[src/rtl/trig_capture_pkg.sv]
// -----------------------------------------------------------------------------
// trig_capture_pkg
// Shared types and constants for the triggered waveform capture block:
// FSM state encoding, RAM address/data widths, the half-buffer depth and
// the sign-flip mask that turns two's-complement into offset binary.
// -----------------------------------------------------------------------------
package trig_capture_pkg;

   typedef enum logic [1:0] {
      ARMED  = 2'd0,
      ACTIVE = 2'd1,
      WAIT   = 2'd2
   } cap_state_e;

   localparam int          ADDR_W     = 9;
   localparam int          DATA_W     = 8;
   localparam int          HALF_DEPTH = 256;
   localparam int          IDX_W      = $clog2(HALF_DEPTH);
   localparam logic [7:0]  SIGN_FLIP  = 8'h80;

   // Upper byte of a signed sample mapped to unsigned offset binary.
   function automatic logic [DATA_W-1:0] to_offset_bin(input logic [DATA_W-1:0] msb);
      return msb ^ SIGN_FLIP;
   endfunction

endpackage

[src/rtl/trig_capture_if.sv]
// -----------------------------------------------------------------------------
// trig_capture_if
// Sample stream in, display status in, sample RAM write port out.
//   new_sample_ready  : one-cycle strobe, new_sample_in valid
//   new_sample_in     : signed 16-bit audio sample
//   wave_display_idle : display not scanning, buffers may swap
//   write_address     : {buffer, index[7:0]}
//   write_enable      : one-cycle RAM write strobe
//   write_sample      : offset-binary 8-bit sample
//   read_index        : buffer half the display reads
// master = sample source / display side, slave = capture block.
// -----------------------------------------------------------------------------
interface trig_capture_if;
   import trig_capture_pkg::*;

   logic                new_sample_ready;
   logic [15:0]         new_sample_in;
   logic                wave_display_idle;
   logic [ADDR_W-1:0]   write_address;
   logic                write_enable;
   logic [DATA_W-1:0]   write_sample;
   logic                read_index;

   modport master (
      output new_sample_ready, new_sample_in, wave_display_idle,
      input  write_address, write_enable, write_sample, read_index
   );

   modport slave (
      input  new_sample_ready, new_sample_in, wave_display_idle,
      output write_address, write_enable, write_sample, read_index
   );

endinterface

[src/rtl/trig_capture.sv]
// -----------------------------------------------------------------------------
// trig_capture
// Captures 256 audio samples per frame into one half of a double-buffered
// sample RAM, starting on a positive zero crossing (or forced after
// AUTO_TRIG_SAMPLES strobes without one). After a full capture it waits for
// the display to go idle, then swaps the buffer halves and re-arms.
// Ports:
//   clk   : system clock, rising edge
//   reset : asynchronous, active-low
//   bus   : trig_capture_if.slave (sample in, RAM write port out)
// -----------------------------------------------------------------------------
module trig_capture
   import trig_capture_pkg::*;
#(
   parameter int AUTO_TRIG_SAMPLES = 1024
) (
   input  logic           clk,
   input  logic           reset,
   trig_capture_if.slave  bus
);

   localparam int                CNT_W     = $clog2(AUTO_TRIG_SAMPLES + 1);
   localparam logic [CNT_W-1:0]  AUTO_LAST = CNT_W'(AUTO_TRIG_SAMPLES - 1);
   localparam logic [IDX_W-1:0]  IDX_LAST  = IDX_W'(HALF_DEPTH - 1);

   cap_state_e          r_state;
   logic [IDX_W-1:0]    r_index;
   logic [CNT_W-1:0]    r_auto_cnt;
   logic                r_prev_neg;
   logic                r_read_index;
   logic                r_we;
   logic [ADDR_W-1:0]   r_addr;
   logic [DATA_W-1:0]   r_data;

   cap_state_e          w_state_nxt;
   logic [IDX_W-1:0]    w_index_nxt;
   logic [CNT_W-1:0]    w_auto_nxt;
   logic [IDX_W-1:0]    w_wr_idx;
   logic                w_wr;
   logic                w_swap;
   logic                w_stb;
   logic                w_cross;
   logic                w_auto_hit;
   logic                w_unused;

   assign w_stb      = bus.new_sample_ready;
   assign w_cross    = w_stb & r_prev_neg & ~bus.new_sample_in[15];
   // The strobe that would bring the count to AUTO_TRIG_SAMPLES triggers.
   assign w_auto_hit = w_stb & (r_auto_cnt == AUTO_LAST);
   // Only the upper byte is stored; the low byte is intentionally dropped.
   assign w_unused   = ^bus.new_sample_in[7:0];

   always_comb begin
      w_state_nxt = r_state;
      w_index_nxt = r_index;
      w_auto_nxt  = r_auto_cnt;
      w_wr_idx    = r_index;
      w_wr        = 1'b0;
      w_swap      = 1'b0;
      case (r_state)
         ARMED: begin
            if (w_cross || w_auto_hit) begin
               w_wr        = 1'b1;
               w_wr_idx    = '0;
               w_index_nxt = IDX_W'(1);
               w_auto_nxt  = '0;
               w_state_nxt = ACTIVE;
            end else if (w_stb) begin
               w_auto_nxt  = r_auto_cnt + 1'b1;
            end
         end
         ACTIVE: begin
            if (w_stb) begin
               w_wr        = 1'b1;
               w_index_nxt = r_index + 1'b1;   // wraps to 0 after the last slot
               if (r_index == IDX_LAST) w_state_nxt = WAIT;
            end
         end
         WAIT: begin
            // A strobe this cycle only refreshes prev_neg; no trigger check.
            if (bus.wave_display_idle) begin
               w_swap      = 1'b1;
               w_state_nxt = ARMED;
            end
         end
         default: w_state_nxt = ARMED;
      endcase
   end

   always_ff @(posedge clk or negedge reset) begin
      if (!reset) r_state <= ARMED;
      else        r_state <= w_state_nxt;
   end

   always_ff @(posedge clk or negedge reset) begin
      if (!reset) begin
         r_index      <= '0;
         r_auto_cnt   <= '0;
         r_prev_neg   <= 1'b0;
         r_read_index <= 1'b0;
         r_we         <= 1'b0;
         r_addr       <= '0;
         r_data       <= '0;
      end else begin
         r_index    <= w_index_nxt;
         r_auto_cnt <= w_auto_nxt;
         r_we       <= w_wr;
         if (w_stb)  r_prev_neg   <= bus.new_sample_in[15];
         if (w_swap) r_read_index <= ~r_read_index;
         if (w_wr) begin
            // Capture always fills the half the display is not reading.
            r_addr <= {~r_read_index, w_wr_idx};
            r_data <= to_offset_bin(bus.new_sample_in[15:8]);
         end
      end
   end

   assign bus.write_enable  = r_we;
   assign bus.write_address = r_addr;
   assign bus.write_sample  = r_data;
   assign bus.read_index    = r_read_index;

endmodule

[src/flat_wrapper.sv]
// flat-port wrapper written by rule: the top's interface ports become plain ports
module trig_capture_flat import trig_capture_pkg::*;
#(
   parameter int AUTO_TRIG_SAMPLES = 1024
)
  (clk, reset, bus_new_sample_ready, bus_new_sample_in, bus_wave_display_idle, bus_write_address, bus_write_enable, bus_write_sample, bus_read_index);
  trig_capture_if bus_i ();
  input  logic clk;
  input  logic reset;
  input wire logic [$bits(bus_i.new_sample_ready)-1:0] bus_new_sample_ready;
  input wire logic [$bits(bus_i.new_sample_in)-1:0] bus_new_sample_in;
  input wire logic [$bits(bus_i.wave_display_idle)-1:0] bus_wave_display_idle;
  output wire logic [$bits(bus_i.write_address)-1:0] bus_write_address;
  output wire logic [$bits(bus_i.write_enable)-1:0] bus_write_enable;
  output wire logic [$bits(bus_i.write_sample)-1:0] bus_write_sample;
  output wire logic [$bits(bus_i.read_index)-1:0] bus_read_index;
  assign bus_i.new_sample_ready = bus_new_sample_ready;
  assign bus_i.new_sample_in = bus_new_sample_in;
  assign bus_i.wave_display_idle = bus_wave_display_idle;
  assign bus_write_address = bus_i.write_address;
  assign bus_write_enable = bus_i.write_enable;
  assign bus_write_sample = bus_i.write_sample;
  assign bus_read_index = bus_i.read_index;
  trig_capture #(.AUTO_TRIG_SAMPLES(AUTO_TRIG_SAMPLES)) u_core (.clk(clk), .reset(reset), .bus(bus_i));
endmodule
[config.mk]
export PLATFORM = sky130hd
export DESIGN_NAME = trig_capture_flat
export DESIGN_NICKNAME = d
export VERILOG_FILES = /design/src/rtl/trig_capture_pkg.sv /design/src/rtl/trig_capture_if.sv /design/src/rtl/trig_capture.sv /design/src/flat_wrapper.sv
export SDC_FILE = /design/constraint.sdc
export NUM_CORES = 1
export LEC_CHECK = 0
export CAP_MARGIN = 0
export CORE_ASPECT_RATIO = 1.2
export CORE_UTILIZATION = 40
export CTS_CLUSTER_SIZE = 25
export DETAILED_ROUTE_END_ITERATION = 10
export SYNTH_ARGS = -nofsm -noshare
export SYNTH_HDL_FRONTEND = slang
export SYNTH_SLANG_ARGS = --single-unit
[constraint.sdc]
create_clock -name clk -period 2.3 [get_ports clk]
set_input_delay 0.23 -clock clk [delete_from_list [all_inputs] [get_ports clk]]
set_output_delay 0.23 -clock clk [all_outputs]
set_load 0.005 [all_outputs]
-- Word level (Yosys, flattened, before mapping)
Index checks and enable logic that the tools add are counted.
W data, S select, Z words.
- equality and inequality tests: 8
- bitwise logic cells: 5
- muxes and demuxes: 17
- add/subtract/negate cells: 2
- reduce and logical (&&, ||, !) cells: 7
- operators by type and width (cell ; number):
    $mux W8 ; 4
    $mux W11 ; 2
    $pmux W8 S2 ; 1
    $add A11 B1 Y11 const B ; 1
    $eq A11 B10 Y1 const B ; 1
    $add A8 B1 Y8 const B ; 1
    $eq A8 B8 Y1 const B ; 1
    $mux W2 ; 4
    $pmux W2 S3 ; 1
    $mux W1 ; 4
    $ne A2 B1 Y1 const B ; 2
    $ne A2 B2 Y1 const B ; 2
    $reduce_and A4 Y1 ; 1
    $reduce_bool A2 Y1 ; 2
    $and A1 B1 Y1 ; 3
    $reduce_and A3 Y1 ; 1
    $eq A2 B1 Y1 const B ; 1
    $eq A2 B2 Y1 const B ; 1
    $logic_not A2 Y1 ; 1
    $not A1 Y1 ; 2
    $pmux W1 S2 ; 1
    $reduce_and A2 Y1 ; 1
    $logic_or A1 B1 Y1 ; 1
- bits in registers: 41
- output and inout bits: 19

-- Logic depth before layout (Yosys ltp)
- depth after elaboration: 5
- gate-level depth with buffers: 7
- gate-level depth less buffers: 5

-- Worst setup path after synthesis
Ideal clock, no wire load.
- path kind: reg-to-reg
- start: reg u_core.r_auto_cnt[0]
- end: reg u_core.r_data[5] (netlist: u_core.bus.write_sample[5])
- arrival time: 1.649 ns
- cell stages (with the launch flop): 7
- library setup time: 0.125 ns
- path slack: 0.526 ns
- period minus slack after synthesis: 1.774 ns
- cells stage by stage: dfrtp_1 -> ha_1 -> nand2_1 -> o41ai_4 -> o21ai_4 -> buf_6 -> mux2_4
- word-level cells in the longest chain between the ends: 5
- ends and longest elaborated chain (item ; line ; source):
    start, declared ; trig_capture.sv:28 ; logic [CNT_W-1:0] r_auto_cnt;
    start signal, assigned ; trig_capture.sv:106 ; r_auto_cnt <= w_auto_nxt;
    $eq A11 B10 Y1 ; trig_capture.sv:49 ; assign w_auto_hit = w_stb & (r_auto_cnt == AUTO_LAST);
    $and A1 B1 Y1 ; trig_capture.sv:49 ;
    $logic_or A1 B1 Y1 ; trig_capture.sv:62 ; if (w_cross || w_auto_hit) begin
    $mux W1 ; trig_capture.sv:62 ;
    $pmux W1 S2 ; trig_capture.sv:60 ; case (r_state)
    end signal, assigned ; trig_capture.sv:113 ; r_data <= to_offset_bin(bus.new_sample_in[15:8]);
    end, declared ; trig_capture.sv:33 ; logic [DATA_W-1:0] r_data;
Every way passes these cells.
A chain may end at the register's enable or synchronous reset.

-- Worst setup path in the final report
- start: reg u_core.r_auto_cnt[0]
- end: reg u_core.r_auto_cnt[10]
- word-level cells in the longest chain between the ends: 5
- elaborated cells on any way between the ends: 8
- classes of those cells: 1 x add/sub; 1 x eq/ne; 2 x mux; 1 x bitwise; 3 x reduce/logical
- ends and longest elaborated chain (item):
    branches (longest 5 deep; another with $add A11 B1 Y11)
Several ways; the timed one is not identified. The select of a mux whose other input is x is not followed.

==> flow_summary_export.csv <==
group,metric,value,unit
run_status,status,"completed",
global_routing,track_usage,16.14,%
worst_setup_path,start_kind,"register",
pwr,power_leakage,1.064,nW
routing,drt_wl_total,3730,um
yosys,async_reset_ff_share,100.0,%
worst_setup_path,cp-end-kind,"register",
yosys,synth_top_area_share,52.50,%
yosys,synthTopCellsByCount,"dfrtp_1 (41), nand2_1 (29), a21oi_1 (12)",
sta,setup_violations,0,
routing,ant_nets,0,
yosys,syn-num-nets,206,
global_routing,grt_antenna_before_repair,0,
clock_tree,root_buffer,"clkbuf_8",
pwr,p_per_area,1069,mW/mm^2
global_routing,grt_pass1_vias,1380,
cells_and_area,nets,241,
yosys,synth_area,0.001954,sq mm
sta,hold_viol,0,
sta,slew_headroom,40.44,%
clock_tree,cts_sinks,41,
clock_tree,post_cts_buffers,0,
yosys,synth.most_common_cell,"dfrtp_1",
cells_and_area,antenna_cells,0,
routing,drc,0,
sta,fmax,494.3,MHz
yosys,syn_area_per_cell,10.62,sq um
place,hpwlAfterDp,2618,um
sta,post-route-period-util,87.96,%
worst_hold_path,hp-class,"in2async",
worst_setup_path,worstRegToRegCells,6,
routing,avgViaCountPerCell,5.296,
clock_tree,clk_latency,0.29,ns
floorplan,dieHeight,78.57,um
yosys,synth_ff_type,"dfrtp_1",
clock_tree,cts_max_path_buffers,2,
worst_setup_path,required,2.48,ns
yosys,synth_area_leader_cell,"dfrtp_1",
worst_setup_path,reg2reg_slack,0.28,ns
sta,skew,0.004758,ns
pwr,pwr-share-clk,18.4,%
run,drv_cap,0,
routing,dr.pass1.iters,4,
worst_setup_path,critPathKind,"reg2reg",
floorplan,floorplan.initialDensity,42.23,%
worst_setup_path,r2r-start,"u_core.r_auto_cnt[0]",
clock_tree,path_clk_slew,0.07,ns
floorplan,die_w,65.81,um
pwr,ir_drop,0.5159,mV
sta,tns,0,ns
floorplan,ioPinCount,39,
pwr,pwr-share-seq,47.4,%
routing,wl_per_cell,13.47,um
sta,worst_pin_slew,0.8933,ns
yosys,ys_warn_count,0,
cells_and_area,final_cell_area,0.002394,sq mm
clock_tree,cts_buffers,5,
clock_tree,ctsResizeCount,0,
place,numPortBuffers,30,
cells_and_area,syn_to_final_growth,22.47,%
place,placed_cell_area,0.002307,sq mm
yosys,synth-seq-area-share,52.50,%
sta,rsz0062_at_grt,"false",
global_routing,overflow,0,
global_routing,grt_max_degree,42,
cells_and_area,drive_above_1_share,14.16,%
clock_tree,cts_hold_buf,0,
yosys,synth_seq_cells,41,
clock_tree,cts_tree,"yes",
pwr,internal_power,0.001711,W
yosys,synth-edff-count,0,
yosys,yosys.cell_types.count,42,
global_routing,grt_pass1_wl,6354,um
worst_setup_path,critical_path_arrival,2.20,ns
pwr,power_frac_comb,34.3,%
yosys,syn_inst,184,
sta,slew_viol_final,0,
routing,vias,1467,
sta,min_period,2.023,ns
routing,drtIter0Drc,71,
floorplan,die-area,0.005171,sq mm
floorplan,core,0.004628,sq mm
worst_setup_path,cp_max_fo,9,
floorplan,rows,27,
clock_tree,htreeDepth,2,
yosys,synth_area_leaders,"dfrtp_1 (52%), nand2_1 (5.6%), mux2_2 (3.5%)",
pwr,swShare,33.12,%
worst_setup_path,r2r-end,"u_core.r_auto_cnt[10]",
pwr,power.net_switching,0.0008475,W
place,place_congestion,0.8287,
power by group through the flow:
stage | clock network, W | logic (W) | registers [W]
final | 0.000470 | 0.000877 | 0.00121
after global routing | 0.000526 | 0.000970 | 0.00125
after CTS | 0.000483 | 0.000887 | 0.00121
after detailed placement | 0 | 0.000884 | 0.00122
after global placement | 0 | 0.000864 | 0.00121
after floorplan | 0 | 0.000552 | 0.00115
worst max path at each step:
stage / startpoint / end / slack [ns] / cells after the start
after floorplan: u_core.r_auto_cnt[0] / u_core.bus.write_sample[5] / 0.53 / 6
after global placement: bus_new_sample_ready / u_core.r_auto_cnt[4] / 0.27 / 4
after detailed placement: bus_new_sample_ready / u_core.r_auto_cnt[4] / 0.25 / 4
after CTS: u_core.r_auto_cnt[0] / u_core.r_auto_cnt[3] / 0.25 / 6
after global routing: u_core.r_auto_cnt[0] / u_core.r_auto_cnt[3] / 0.15 / 6
final: u_core.r_auto_cnt[0] / u_core.r_auto_cnt[10] / 0.28 / 6
worst max-delay path: stages, from the launching register on:
cell	delay (ns)
dfrtp_1	0.42
ha_1	0.25
nand2_1	0.16
o41ai_4	0.44
and2_1	0.38
buf_4	0.22
nor2_1	0.05
registers in the layout, summed over array words and instances, names as in the netlist:
name	cells
u_core.bus.write_sample	8
u_core.r_state	2
u_core.r_index	8
u_core.r_prev_neg	1
u_core.bus.read_index	1
u_core.bus.write_address	9
u_core.r_auto_cnt	11
u_core.bus.write_enable	1
logic make-up (layout without fill, tap and decap cells):
kind of cell / after synthesis / in the layout / synth area share (%)
AO/OA/AOI/OAI: 31 / 31 / 11.46
XOR/XNOR: 8 / 8 / 3.585
adder cells (fa/ha/maj): 2 / 2 / 1.280
buffers and inverters: 16 / 51 / 4.802
flip-flops: 41 / 41 / 52.50
multiplexers: 12 / 12 / 7.042
AND/OR/NAND/NOR: 74 / 74 / 19.33
per-layer routing:
layer	vias to the layer above	wire length (um)	GRT usage, %
met1	709	1676	20.26
met2	38	1817	25.61
li1	714	-	-
met4	0	60	6.304
met5	-	0	0
met3	6	176	4.942
area by class of cell:
class                      instances  area [sq um]
clock buffer                       7         86.33
fill                             399          2235
inverter                           7         26.28
multi-input combinational        127         834.6
sequential                        41          1026
tap                               58         72.57
timing repair buffer              37         347.8
placed cells by master (no fill, tap or decap), types with 6 or more instances in the layout:
| cell type | netlist | routed |
|---|---|---|
| dfrtp_1 | 41 | 41 |
| nand2_1 | 29 | 29 |
| clkdlybuf4s50_1 | 0 | 29 |
| a21oi_1 | 12 | 12 |
| nor2_1 | 8 | 8 |
| inv_1 | 7 | 7 |
| buf_4 | 1 | 7 |
| xnor2_1 | 6 | 6 |
| nor3_1 | 6 | 6 |
| nand3_1 | 6 | 6 |
| o21ai_0 | 6 | 6 |
| mux2_2 | 6 | 6 |
| clkbuf_8 | 0 | 6 |
metrics by stage:
| step | hold slack, ns | utilization (%) | total power (W) | setup slack (ns) | cells |
|---|---|---|---|---|---|
| global route | 0.1407 | 51.72 | 0.002744 | 0.1454 | 277 |
| finish | 0.06453 | 51.72 | 0.002559 | 0.2770 | 277 |
| global placement | 0.3963 | 49.85 | 0.002072 | 0.2714 | 270 |
| detailed placement | 0.4129 | 49.85 | 0.002107 | 0.2485 | 270 |
| floorplan | -0.06559 | - | 0.001706 | 0.5257 | 184 |
| CTS | 0.09991 | 51.72 | 0.002582 | 0.2480 | 277 |
(Power assumes the default switching activity.)
